$ cat src/rtl/alu_instr_dispatch.sv
// -----------------------------------------------------------------------------
// alu_instr_dispatch
//
// Instruction dispatch stage sitting in front of the ALU control FSM.
// 16-bit instruction words arrive over a valid/ready handshake and are
// buffered in a small circular FIFO. The dispatch FSM pops one word per idle
// cycle and decodes it:
//   - NOP words (opCode 0) retire immediately without issuing.
//   - Illegal words are dropped with a one-cycle err_illegal pulse.
//   - Legal words are latched onto opCode/Ri/Rj, issued with a one-cycle
//     start pulse, then held until the ALU FSM answers with done.
//
// Optional build macro: DISPATCH_TIMEOUT_EN
//   When defined, a watchdog aborts a WAIT that lasts TIMEOUT cycles without
//   done and pulses err_timeout. When undefined, err_timeout is tied low and
//   WAIT lasts until done.
//
// Ports:
//   clk            in   system clock, rising edge
//   reset          in   synchronous active-high reset
//   instr_valid    in   upstream word valid
//   instr_data     in   [15:12] opCode, [11:6] Ri, [5:0] Rj
//   instr_ready    out  FIFO not full (transfer on valid && ready)
//   start          out  one-cycle issue pulse to the ALU FSM
//   opCode/Ri/Rj   out  decoded fields of the last issued instruction
//   done           in   completion pulse from the ALU FSM
//   busy           out  instruction in ISSUE or WAIT
//   err_illegal    out  one-cycle pulse per dropped illegal word
//   err_timeout    out  one-cycle pulse per watchdog abort
//   retired_count  out  completed instructions including NOPs (wraps)
//   fifo_count     out  current FIFO occupancy
// -----------------------------------------------------------------------------
module alu_instr_dispatch #(
   parameter int FIFO_DEPTH = 4,
   parameter int NUM_REGS   = 4,
   parameter int MAX_OPCODE = 7,
   parameter int TIMEOUT    = 64
) (
   input  logic                          clk,
   input  logic                          reset,
   input  logic                          instr_valid,
   input  logic [15:0]                   instr_data,
   output logic                          instr_ready,
   output logic                          start,
   output logic [3:0]                    opCode,
   output logic [5:0]                    Ri,
   output logic [5:0]                    Rj,
   input  logic                          done,
   output logic                          busy,
   output logic                          err_illegal,
   output logic                          err_timeout,
   output logic [15:0]                   retired_count,
   output logic [$clog2(FIFO_DEPTH):0]   fifo_count
);

   localparam int PW = $clog2(FIFO_DEPTH);
   localparam int CW = PW + 1;
   localparam logic [CW-1:0] DEPTH_L   = CW'(FIFO_DEPTH);
   localparam logic [4:0]    MAX_OP_L  = 5'(MAX_OPCODE);
   localparam logic [6:0]    NUM_REG_L = 7'(NUM_REGS);
   // A nonsensical configuration never accepts words rather than misbehaving.
   localparam bit            CFG_OK    = (FIFO_DEPTH >= 2) && (TIMEOUT >= 1);

   typedef enum logic [1:0] {
      ST_IDLE  = 2'd0,
      ST_ISSUE = 2'd1,
      ST_WAIT  = 2'd2
   } state_t;

   state_t            state_r, state_s;
   logic [15:0]       fifo_mem_r [FIFO_DEPTH];
   logic [PW-1:0]     wr_ptr_r, rd_ptr_r;
   logic [CW-1:0]     count_r;
   logic [15:0]       retired_r;
   logic [3:0]        op_r;
   logic [5:0]        ri_r, rj_r;
   logic              start_r, busy_r, ill_r;

   logic              push_s, pop_s, latch_s, retire_s;
   logic              start_s, busy_s, ill_s;
   logic [15:0]       head_s;
   logic [3:0]        head_op_s;
   logic [5:0]        head_ri_s, head_rj_s;
   logic              head_nop_s, head_illegal_s;

`ifdef DISPATCH_TIMEOUT_EN
   localparam int            TW      = $clog2(TIMEOUT + 1);
   localparam logic [TW-1:0] LAST_L  = TW'(TIMEOUT - 1);
   logic [TW-1:0]     wait_cnt_r;
   logic              wait_clr_s, wait_inc_s, tmo_s, tmo_r;
`endif

   assign instr_ready   = CFG_OK && (count_r != DEPTH_L);
   assign push_s        = instr_valid && instr_ready;
   assign fifo_count    = count_r;
   assign retired_count = retired_r;
   assign opCode        = op_r;
   assign Ri            = ri_r;
   assign Rj            = rj_r;
   assign start         = start_r;
   assign busy          = busy_r;
   assign err_illegal   = ill_r;
`ifdef DISPATCH_TIMEOUT_EN
   assign err_timeout   = tmo_r;
`else
   assign err_timeout   = 1'b0;
`endif

   // Head-of-FIFO decode; NOP takes precedence over the legality checks.
   always_comb begin
      head_s         = fifo_mem_r[rd_ptr_r];
      head_op_s      = head_s[15:12];
      head_ri_s      = head_s[11:6];
      head_rj_s      = head_s[5:0];
      head_nop_s     = (head_op_s == 4'd0);
      head_illegal_s = ({1'b0, head_op_s} > MAX_OP_L) ||
                       ({1'b0, head_ri_s} >= NUM_REG_L) ||
                       ({1'b0, head_rj_s} >= NUM_REG_L);
   end

   // Next-state and next-output logic; start/busy/errors are registered from here.
   always_comb begin
      state_s  = state_r;
      pop_s    = 1'b0;
      latch_s  = 1'b0;
      retire_s = 1'b0;
      start_s  = 1'b0;
      busy_s   = 1'b0;
      ill_s    = 1'b0;
`ifdef DISPATCH_TIMEOUT_EN
      wait_clr_s = 1'b0;
      wait_inc_s = 1'b0;
      tmo_s      = 1'b0;
`endif
      case (state_r)
         ST_IDLE: begin
            if (count_r != {CW{1'b0}}) begin
               pop_s = 1'b1;
               if (head_nop_s) begin
                  retire_s = 1'b1;
               end else if (head_illegal_s) begin
                  ill_s = 1'b1;
               end else begin
                  latch_s = 1'b1;
                  start_s = 1'b1;
                  busy_s  = 1'b1;
                  state_s = ST_ISSUE;
               end
            end else begin
               state_s = ST_IDLE;
            end
         end
         ST_ISSUE: begin
            // done is deliberately not looked at here.
            busy_s  = 1'b1;
            state_s = ST_WAIT;
`ifdef DISPATCH_TIMEOUT_EN
            wait_clr_s = 1'b1;
`endif
         end
         ST_WAIT: begin
            if (done) begin
               // A done coinciding with the watchdog expiry wins.
               retire_s = 1'b1;
               state_s  = ST_IDLE;
            end else begin
`ifdef DISPATCH_TIMEOUT_EN
               if (wait_cnt_r == LAST_L) begin
                  tmo_s   = 1'b1;
                  state_s = ST_IDLE;
               end else begin
                  wait_inc_s = 1'b1;
                  busy_s     = 1'b1;
               end
`else
               busy_s = 1'b1;
`endif
            end
         end
         default: begin
            state_s = ST_IDLE;
         end
      endcase
   end

   // FSM state, registered pulses and retire counter.
   always_ff @(posedge clk) begin
      if (reset) begin
         state_r   <= ST_IDLE;
         start_r   <= 1'b0;
         busy_r    <= 1'b0;
         ill_r     <= 1'b0;
         retired_r <= 16'd0;
      end else begin
         state_r <= state_s;
         start_r <= start_s;
         busy_r  <= busy_s;
         ill_r   <= ill_s;
         if (retire_s) begin
            retired_r <= retired_r + 16'd1;
         end else begin
            retired_r <= retired_r;
         end
      end
   end

   // Issued fields; held through ISSUE/WAIT and kept afterwards.
   always_ff @(posedge clk) begin
      if (reset) begin
         op_r <= 4'd0;
         ri_r <= 6'd0;
         rj_r <= 6'd0;
      end else if (latch_s) begin
         op_r <= head_op_s;
         ri_r <= head_ri_s;
         rj_r <= head_rj_s;
      end else begin
         op_r <= op_r;
         ri_r <= ri_r;
         rj_r <= rj_r;
      end
   end

   // FIFO pointers and occupancy; pointers wrap naturally at the power-of-2 depth.
   always_ff @(posedge clk) begin
      if (reset) begin
         wr_ptr_r <= {PW{1'b0}};
         rd_ptr_r <= {PW{1'b0}};
         count_r  <= {CW{1'b0}};
      end else begin
         if (push_s) begin
            wr_ptr_r <= wr_ptr_r + {{(PW-1){1'b0}}, 1'b1};
         end else begin
            wr_ptr_r <= wr_ptr_r;
         end
         if (pop_s) begin
            rd_ptr_r <= rd_ptr_r + {{(PW-1){1'b0}}, 1'b1};
         end else begin
            rd_ptr_r <= rd_ptr_r;
         end
         case ({push_s, pop_s})
            2'b10:   count_r <= count_r + {{(CW-1){1'b0}}, 1'b1};
            2'b01:   count_r <= count_r - {{(CW-1){1'b0}}, 1'b1};
            default: count_r <= count_r;
         endcase
      end
   end

   // FIFO storage; contents are don't-care until written, so no reset.
   always_ff @(posedge clk) begin
      if (push_s) begin
         fifo_mem_r[wr_ptr_r] <= instr_data;
      end
   end

`ifdef DISPATCH_TIMEOUT_EN
   // Watchdog: cleared on WAIT entry, counts WAIT cycles without done.
   always_ff @(posedge clk) begin
      if (reset) begin
         wait_cnt_r <= {TW{1'b0}};
         tmo_r      <= 1'b0;
      end else begin
         tmo_r <= tmo_s;
         if (wait_clr_s) begin
            wait_cnt_r <= {TW{1'b0}};
         end else if (wait_inc_s) begin
            wait_cnt_r <= wait_cnt_r + {{(TW-1){1'b0}}, 1'b1};
         end else begin
            wait_cnt_r <= wait_cnt_r;
         end
      end
   end
`endif

endmodule
$ cat config.mk
export PLATFORM = sky130hd
export DESIGN_NAME = alu_instr_dispatch
export DESIGN_NICKNAME = d
export VERILOG_FILES = /design/src/rtl/alu_instr_dispatch.sv
export SDC_FILE = /design/constraint.sdc
export NUM_CORES = 1
export LEC_CHECK = 0
export ABC_AREA = 1
export CAP_MARGIN = 20
export CORE_ASPECT_RATIO = 0.8
export CORE_MARGIN = 5
export CORE_UTILIZATION = 50
export CTS_CLUSTER_SIZE = 10
export DETAILED_ROUTE_END_ITERATION = 8
export DONT_BUFFER_PORTS = 1
export PLACE_DENSITY_LB_ADDON = 0.3
export REMOVE_ABC_BUFFERS = 1
export SLEW_MARGIN = 20
export SYNTH_ARGS = -nofsm -noshare
export SYNTH_HDL_FRONTEND = slang
export SYNTH_SLANG_ARGS = --single-unit
export TNS_END_PERCENT = 100
$ cat constraint.sdc
create_clock -name clk -period 3 [get_ports clk]
set_input_delay 0.45 -clock clk [delete_from_list [all_inputs] [get_ports clk]]
set_output_delay 0.45 -clock clk [all_outputs]
set_load 0.01 [all_outputs]
==> summary.txt, run 1 <==
STA
  – Final Hold Viols: 0
  – Final hold slack: 0.167 ns
  – Setup Viol. Count Final: 0
  – Unrepaired setup endpoints after global routing: false
  – Worst slew margin: 0.571
  – Final Slew Violations: 0
  – Worst-Margin Slew: 0.642 ns
  – Total Negative Setup Slacks: 0 ns
  – F_max: ~450 MHz
  – Worst Skew: 0.00574 ns
  – Part of the cycle the worst path needs: 0.739
  – Post-route minimum period: 2.22 ns

Synthesis
  – Yosys Warn Count: 0
  – Post-Syn Area: 4580 sq um
  – Post-Syn Instances: 473
  – Post-synth EDFFs: between 60 and 70
  – Ys flop type: edfxtp_1
  – Sequential fraction of the synthesis area: 0.620
  – Share of synthesized registers carrying an async set or reset: 0
  – Count of cell types in the netlist: 31
  – Syn_area_per_cell: ~9.7 sq um
  – Register bit total from synthesis: 110

Global routing
  – First-pass GRT wire length: 14,500 um
  – Total GRT Usage: 0.167
  – Global route total overflow: 0
  – Initial antenna violation count: 0
  – Largest net degree at the start of global routing: 36
  – Vias in the first global route: 2,927

CTS
  – CTS root buf: clkbuf_16
  – Post-CTS Hold Fix Bufs: 0
  – CTS H-Tree Depth: 3
  – Longest Clk Path Bufs: 2
  – Worst skew pair latency: between 0.3 and 0.4 ns
  – CTS tree: yes
  – TritonCTS Buffers: 9
  – Clk slew on worst S/H paths: 0.07 ns
  – Post-CTS setup buffers: 0
  – PostCTS Resize Cnt: 0
  – Clock tree sinks: between 100 and 150

Floorplanning
  – Die extent in y: about 96 um
  – Core box area: between 8000 and 9000 sq um
  – Die footprint: roughly 11,000 sq um
  – # rows: 31
  – Io pins: 60
  – Initial cell density of the core: 0.509
  – Die width: 117 um

Final layout
  – Most frequent cells in the layout: nand2_1 (121), edfxtp_1 (64), nor2_1 (55)
  – # diodes: 0
  – Fillers: 773
  – Layout net count: 500
  – Final core occ: 0.548
  – Layout area overhead: 7.62%
  – Share of cells above drive strength 1: 0.0690
  – Post-route cell area: 4930 sq um
  – Most common cell after layout, fill and taps aside: nand2_1

Run
  – Max-cap viol count: 0

Routing
  – 1st-iter DRT viols: about 170
  – Vias per inst: 5.13
  – Pre-Repair DR Iteration Count: 5
  – Via Count: 3,043
  – Detailed Route WL: 8720 um
  – DR DRC count: 0
  – Final ANT Viol Nets: 0
  – DR WL/cell: 14.7 um

Critical path
  – Worst Path Arrival: 2.45 ns
  – Worst-path cell with the longest stage delay: fa_1
  – Critical path class: reg -> reg
  – Max incr delay on CP: around 0.38 ns
  – Worst Setup End Kind: register
  – Largest fanout on the critical path: 9
  – Crit path cell chain: inv_1 -> nand3_1 -> nand2_1 -> ha_1 -> inv_1 -> fa_1 -> a21oi_1 -> o21ai_0 -> o21ai_0 -> a21oi_1
  – WP data required: ~3.2 ns
  – CP startpoint kind: register

Pwr
  – Final Power: 3.72 mW
  – Leakage power figure: around 1.8 nW
  – VDD IR-drop max: 0.466 mV
  – Power Dens Cells: 755 nW/um^2

Run status
  – Status: finished, final reports clean

Min path
  – HP Class: in -> reg

Placed design
  – Cell Area, Placed: roughly 4700 sq um
  – GP Congestion: 0.792
  – # port buffers: 0
  – DP Wirelength: ~5700 um
worst paths after layout:
check / from / endpoint / slack (ns) / cells after the start
worst max-delay path: fifo_count[0] / fifo_count[2] / 0.78 / 10
worst min-delay path: reset / retired_count[14] / 0.17 / 1
worst max register to register: fifo_count[0] / fifo_count[2] / 0.78 / 10
worst min register to register: rd_ptr_r[1] / rd_ptr_r[1] / 0.46 / 2
layout make-up:
class | instances | area [sq um] | area share
Multi-Input combinational cell | 302 | 1450 | 0.295
Tap cell | 115 | 144 | 0.0292
Inverter | 42 | 158 | 0.0320
Timing Repair Buffer | 8 | 60.1 | 0.0122
Clock buffer | 9 | 225 | 0.0457
Clock inverter | 7 | 48.8 | 0.00990
Sequential cell | 110 | 2840 | 0.577
sequential cells by signal, indices dropped and copies added, names as in the netlist, named ones only:
signal         count
start              1
retired_count     16
rd_ptr_r           2
wr_ptr_r           2
Ri                 6
err_illegal        1
opCode             4
fifo_mem_r        64
busy               1
state_r            2
Rj                 6
fifo_count         3
cells by family (layout without fill, tap and decap cells):
group	Yosys count	after routing	synth area share
AOI/OAI and AO/OA	53	53	0.0636
other	1	1	0.000818
adders and majority gates	7	7	0.0208
DFF	110	110	0.620
buffers and inverters	61	66	0.0625
xor gates and xnor gates	11	11	0.0210
and+or+nand+nor	230	230	0.211
power breakdown:
group / switching (mW) / total, mW / leakage (nW) / internal, mW
Clock: 0.521 / 1.09 / 0.129 / 0.565
Sequential: 0.0800 / 1.82 / 0.959 / 1.74
Combinational: 0.565 / 0.819 / 0.758 / 0.254
Total: 1.17 / 3.72 / 1.85 / 2.55
critical path: cells and delay by family (launching register included):
family          cells  cell delay [ns]
buf+inv             2             0.22
flops               1             0.36
compound gates      4             0.46
simple gates        2             0.49
fa+ha+maj           2             0.57
stage by stage:
step,setup WS (ns),std cells
floorplan,0.476,454
finish,0.784,593
CTS,0.773,593
detailed placement,0.782,577
global route,0.578,593
global placement,0.885,577
per-layer routing:
| layer | up-vias | track usage | part of all wire |
|---|---|---|---|
| met2 | 75 | 0.258 | 0.48 |
| met5 | - | 0 | 0 |
| met1 | 1415 | 0.223 | 0.44 |
| met4 | 0 | 0.0449 | 0.0053 |
| li1 | 1547 | - | - |
| met3 | 6 | 0.0628 | 0.073 |
cell usage after synthesis (all sizes together), types with 3 or more instances:
library cell	count	area, sq um
a21oi	24	120
buf	15	114
clkbuf	4	15.0
dfxtp	46	921
edfxtp	64	1920
ha	6	75.1
inv	42	158
nand2	122	460
nand3	31	160
nor2	59	236
nor3	9	45.0
nor3b	4	30.0
o21ai	21	116
o21bai	3	22.5
o22ai	4	25.0
xnor2	4	35.0
xor2	7	61.3
Note: power is estimated with default switching activity, not from simulation.
==> run 2: changes to the inputs <==
clock period = 2.12 ns   (was 3 ns; I/O delays follow)
==> run 2 against run 1 <==
Sequential power increased by 41%. Sequential share of layout area decreased by 2.1 points. Combinational power increased by 61%. Largest cell class unchanged. Critical endpoint unchanged. Flip-flop and latch count unchanged. Hold slack got worse by 0.13 ns. Critical path type unchanged. Highest routed layer unchanged. Setup slack got worse by 0.52 ns. Routed wire length increased by 0.54%. First-iteration DRC count decreased by 4.7%. Utilization increased by 2.1 points. Clock-buffer cell count unchanged. Critical path depth unchanged.
==> summary.txt, run 2 (same netlist as run 1, synthesis figures left out) <==
Critical path
  – Largest fanout on the critical path: 4 (-5)
  – Critical path class: reg -> reg
  – CP startpoint kind: register
  – Worst Setup End Kind: register
  – Worst r2r path cells: 10 (unchanged)
  – WP data required: 2.36 ns (-0.87 ns)
  – R2R Setup Slk: 0.26 ns (-0.52 ns)
  – Worst Path Arrival: 2.10 ns (-0.35 ns)
  – Worst r2r dst: fifo_count[2]
  – Worst r2r src: fifo_count[1]

Floorplanning
  – Die footprint: 11,200 sq um (unchanged)
  – Io pins: 60 (unchanged)
  – Initial cell density of the core: 0.509 (unchanged)
  – Die extent in y: 95.6 um (unchanged)
  – # rows: 31 (unchanged)
  – Core box area: 9000 sq um (unchanged)
  – Die width: 117 um (unchanged)

STA
  – Part of the cycle the worst path needs: 0.877 (+0.138)
  – Worst-Margin Slew: 0.637 ns (-0.00483 ns)
  – Final Slew Violations: 0 (unchanged)
  – Worst Skew: 0.00847 ns (+0.00273 ns)
  – Unrepaired setup endpoints after global routing: false
  – Post-route minimum period: 1.86 ns (-0.357 ns)
  – F_max: 538 MHz (+19%)
  – Setup Viol. Count Final: 0 (unchanged)
  – Final Hold Viols: 0 (unchanged)
  – Worst slew margin: 0.575 (+0.00322)
  – Total Negative Setup Slacks: 0 ns (unchanged)

Final layout
  – Layout area overhead: 11.7%
  – Share of cells above drive strength 1: 0.111 (+0.0416)
  – Most common cell after layout, fill and taps aside: nand2_1
  – Reg with most FFs: fifo_mem_r
  – Final core occ: 0.569 (+0.0207)
  – # diodes: 0 (unchanged)
  – Finished Layout Cells: 612 (+3.2%)
  – Post-route cell area: 5120 sq um (+3.8%)
  – Layout net count: 519 (+3.8%)
  – Most frequent cells in the layout: nand2_1 (121), edfxtp_1 (64), nor2_1 (55)
  – Max reg flops: 64 (unchanged)

Global routing
  – Vias in the first global route: 3,042 (+3.9%)
  – Global route total overflow: 0 (unchanged)
  – Largest net degree at the start of global routing: 36 (unchanged)
  – First-pass GRT wire length: 14,300 um (-1.4%)
  – Initial antenna violation count: 0 (unchanged)
  – Total GRT Usage: 0.167 (-0.000721)

CTS
  – Clock tree sinks: 110 (unchanged)
  – Post-CTS Hold Fix Bufs: 0 (unchanged)
  – TritonCTS Buffers: 9 (unchanged)
  – Longest Clk Path Bufs: 2 (unchanged)
  – Worst skew pair latency: 0.35 ns (about the same)
  – Post-CTS setup buffers: 0 (unchanged)
  – PostCTS Resize Cnt: 0 (unchanged)
  – Clk slew on worst S/H paths: 0.07 ns (about the same)
  – CTS root buf: clkbuf_16
  – CTS tree: yes
  – CTS H-Tree Depth: 3 (unchanged)

Run status
  – Status: finished, final reports clean

Routing
  – Detailed Route WL: 8770 um (+0.54%)
  – Vias per inst: 5.17 (+0.72%)
  – DR DRC count: 0 (unchanged)
  – DR WL/cell: 14.3 um (-2.6%)
  – Via Count: 3,163 (+3.9%)
  – Pre-Repair DR Iteration Count: 4 (-1)
  – Final ANT Viol Nets: 0 (unchanged)
  – 1st-iter DRT viols: 163 (-4.7%)

Min path
  – Hold depth: 1 (unchanged)
  – HP Class: in -> reg
  – Hold Path End: retired_count[14]
  – Min-delay src: reset

Placed design
  – DP Wirelength: 6030 um (+6.5%)
  – # port buffers: 0 (unchanged)
  – Inst Count DP: 596 (+3.3%)
  – GP Congestion: 0.825 (+4.1%)
  – Cell Area, Placed: 4810 sq um (+3.3%)

Pwr
  – Final Power: 5.58 mW (+50%)
  – Leakage power figure: 1.96 nW (+6.3%)
  – VDD IR-drop max: 0.644 mV (+38%)
  – Power Dens Cells: 1090 nW/um^2 (+45%)

Run
  – Max-cap viol count: 0 (unchanged)
==> run 2: where the power goes <==
group,internal (mW),switching [mW],total (mW)
logic,0.490,0.826,1.32
registers,2.46,0.105,2.56
clock network,0.934,0.771,1.70
total,3.88,1.70,5.58
==> run 2: metal layers <==
metal  wire length [um]  share of wire  global-route usage
met1               3910           0.45               0.208
met2               4190           0.48               0.268
met3                622          0.071              0.0730
met4                 53         0.0060              0.0392
met5                  0              0                   0
==> run 2: layout make-up <==
type                            instances  area (sq um)
Multi-Input combinational cell        302          1450
Clock inverter                          7          80.1
Inverter                               42           158
Sequential cell                       110          2840
Timing Repair Buffer                   27           215
Fill cell                             773          3880
Tap cell                              115           144
Clock buffer                            9           225
==> run 2: worst max path at each step <==
| stage | from | to |
|---|---|---|
| detailed placement | fifo_count[0] | fifo_count[2] |
| CTS | fifo_count[0] | fifo_count[2] |
| global placement | fifo_count[0] | fifo_count[2] |
| floorplan | register | retired_count[1] |
| finish | fifo_count[1] | fifo_count[2] |
| global route | fifo_count[0] | fifo_count[2] |
==> run 2: critical path, stage by stage (launching register included) <==
cell,delay [ns]
dfxtp_1,0.37
inv_1,0.11
nand3_1,0.11
nand2_1,0.11
ha_1,0.15
inv_1,0.06
fa_1,0.38
a21oi_1,0.14
o21ai_0,0.11
o21ai_0,0.17
a21oi_1,0.05
==> run 2: per-stage QoR <==
step	hold slack, ns	setup WS (ns)
2_1_floorplan	0.387	-0.404
3_5_place_dp	0.392	0.241
3_3_place_gp	0.389	0.310
5_1_grt	0.0114	0.00428
4_1_cts	0.0174	0.233
6_report	0.0350	0.260
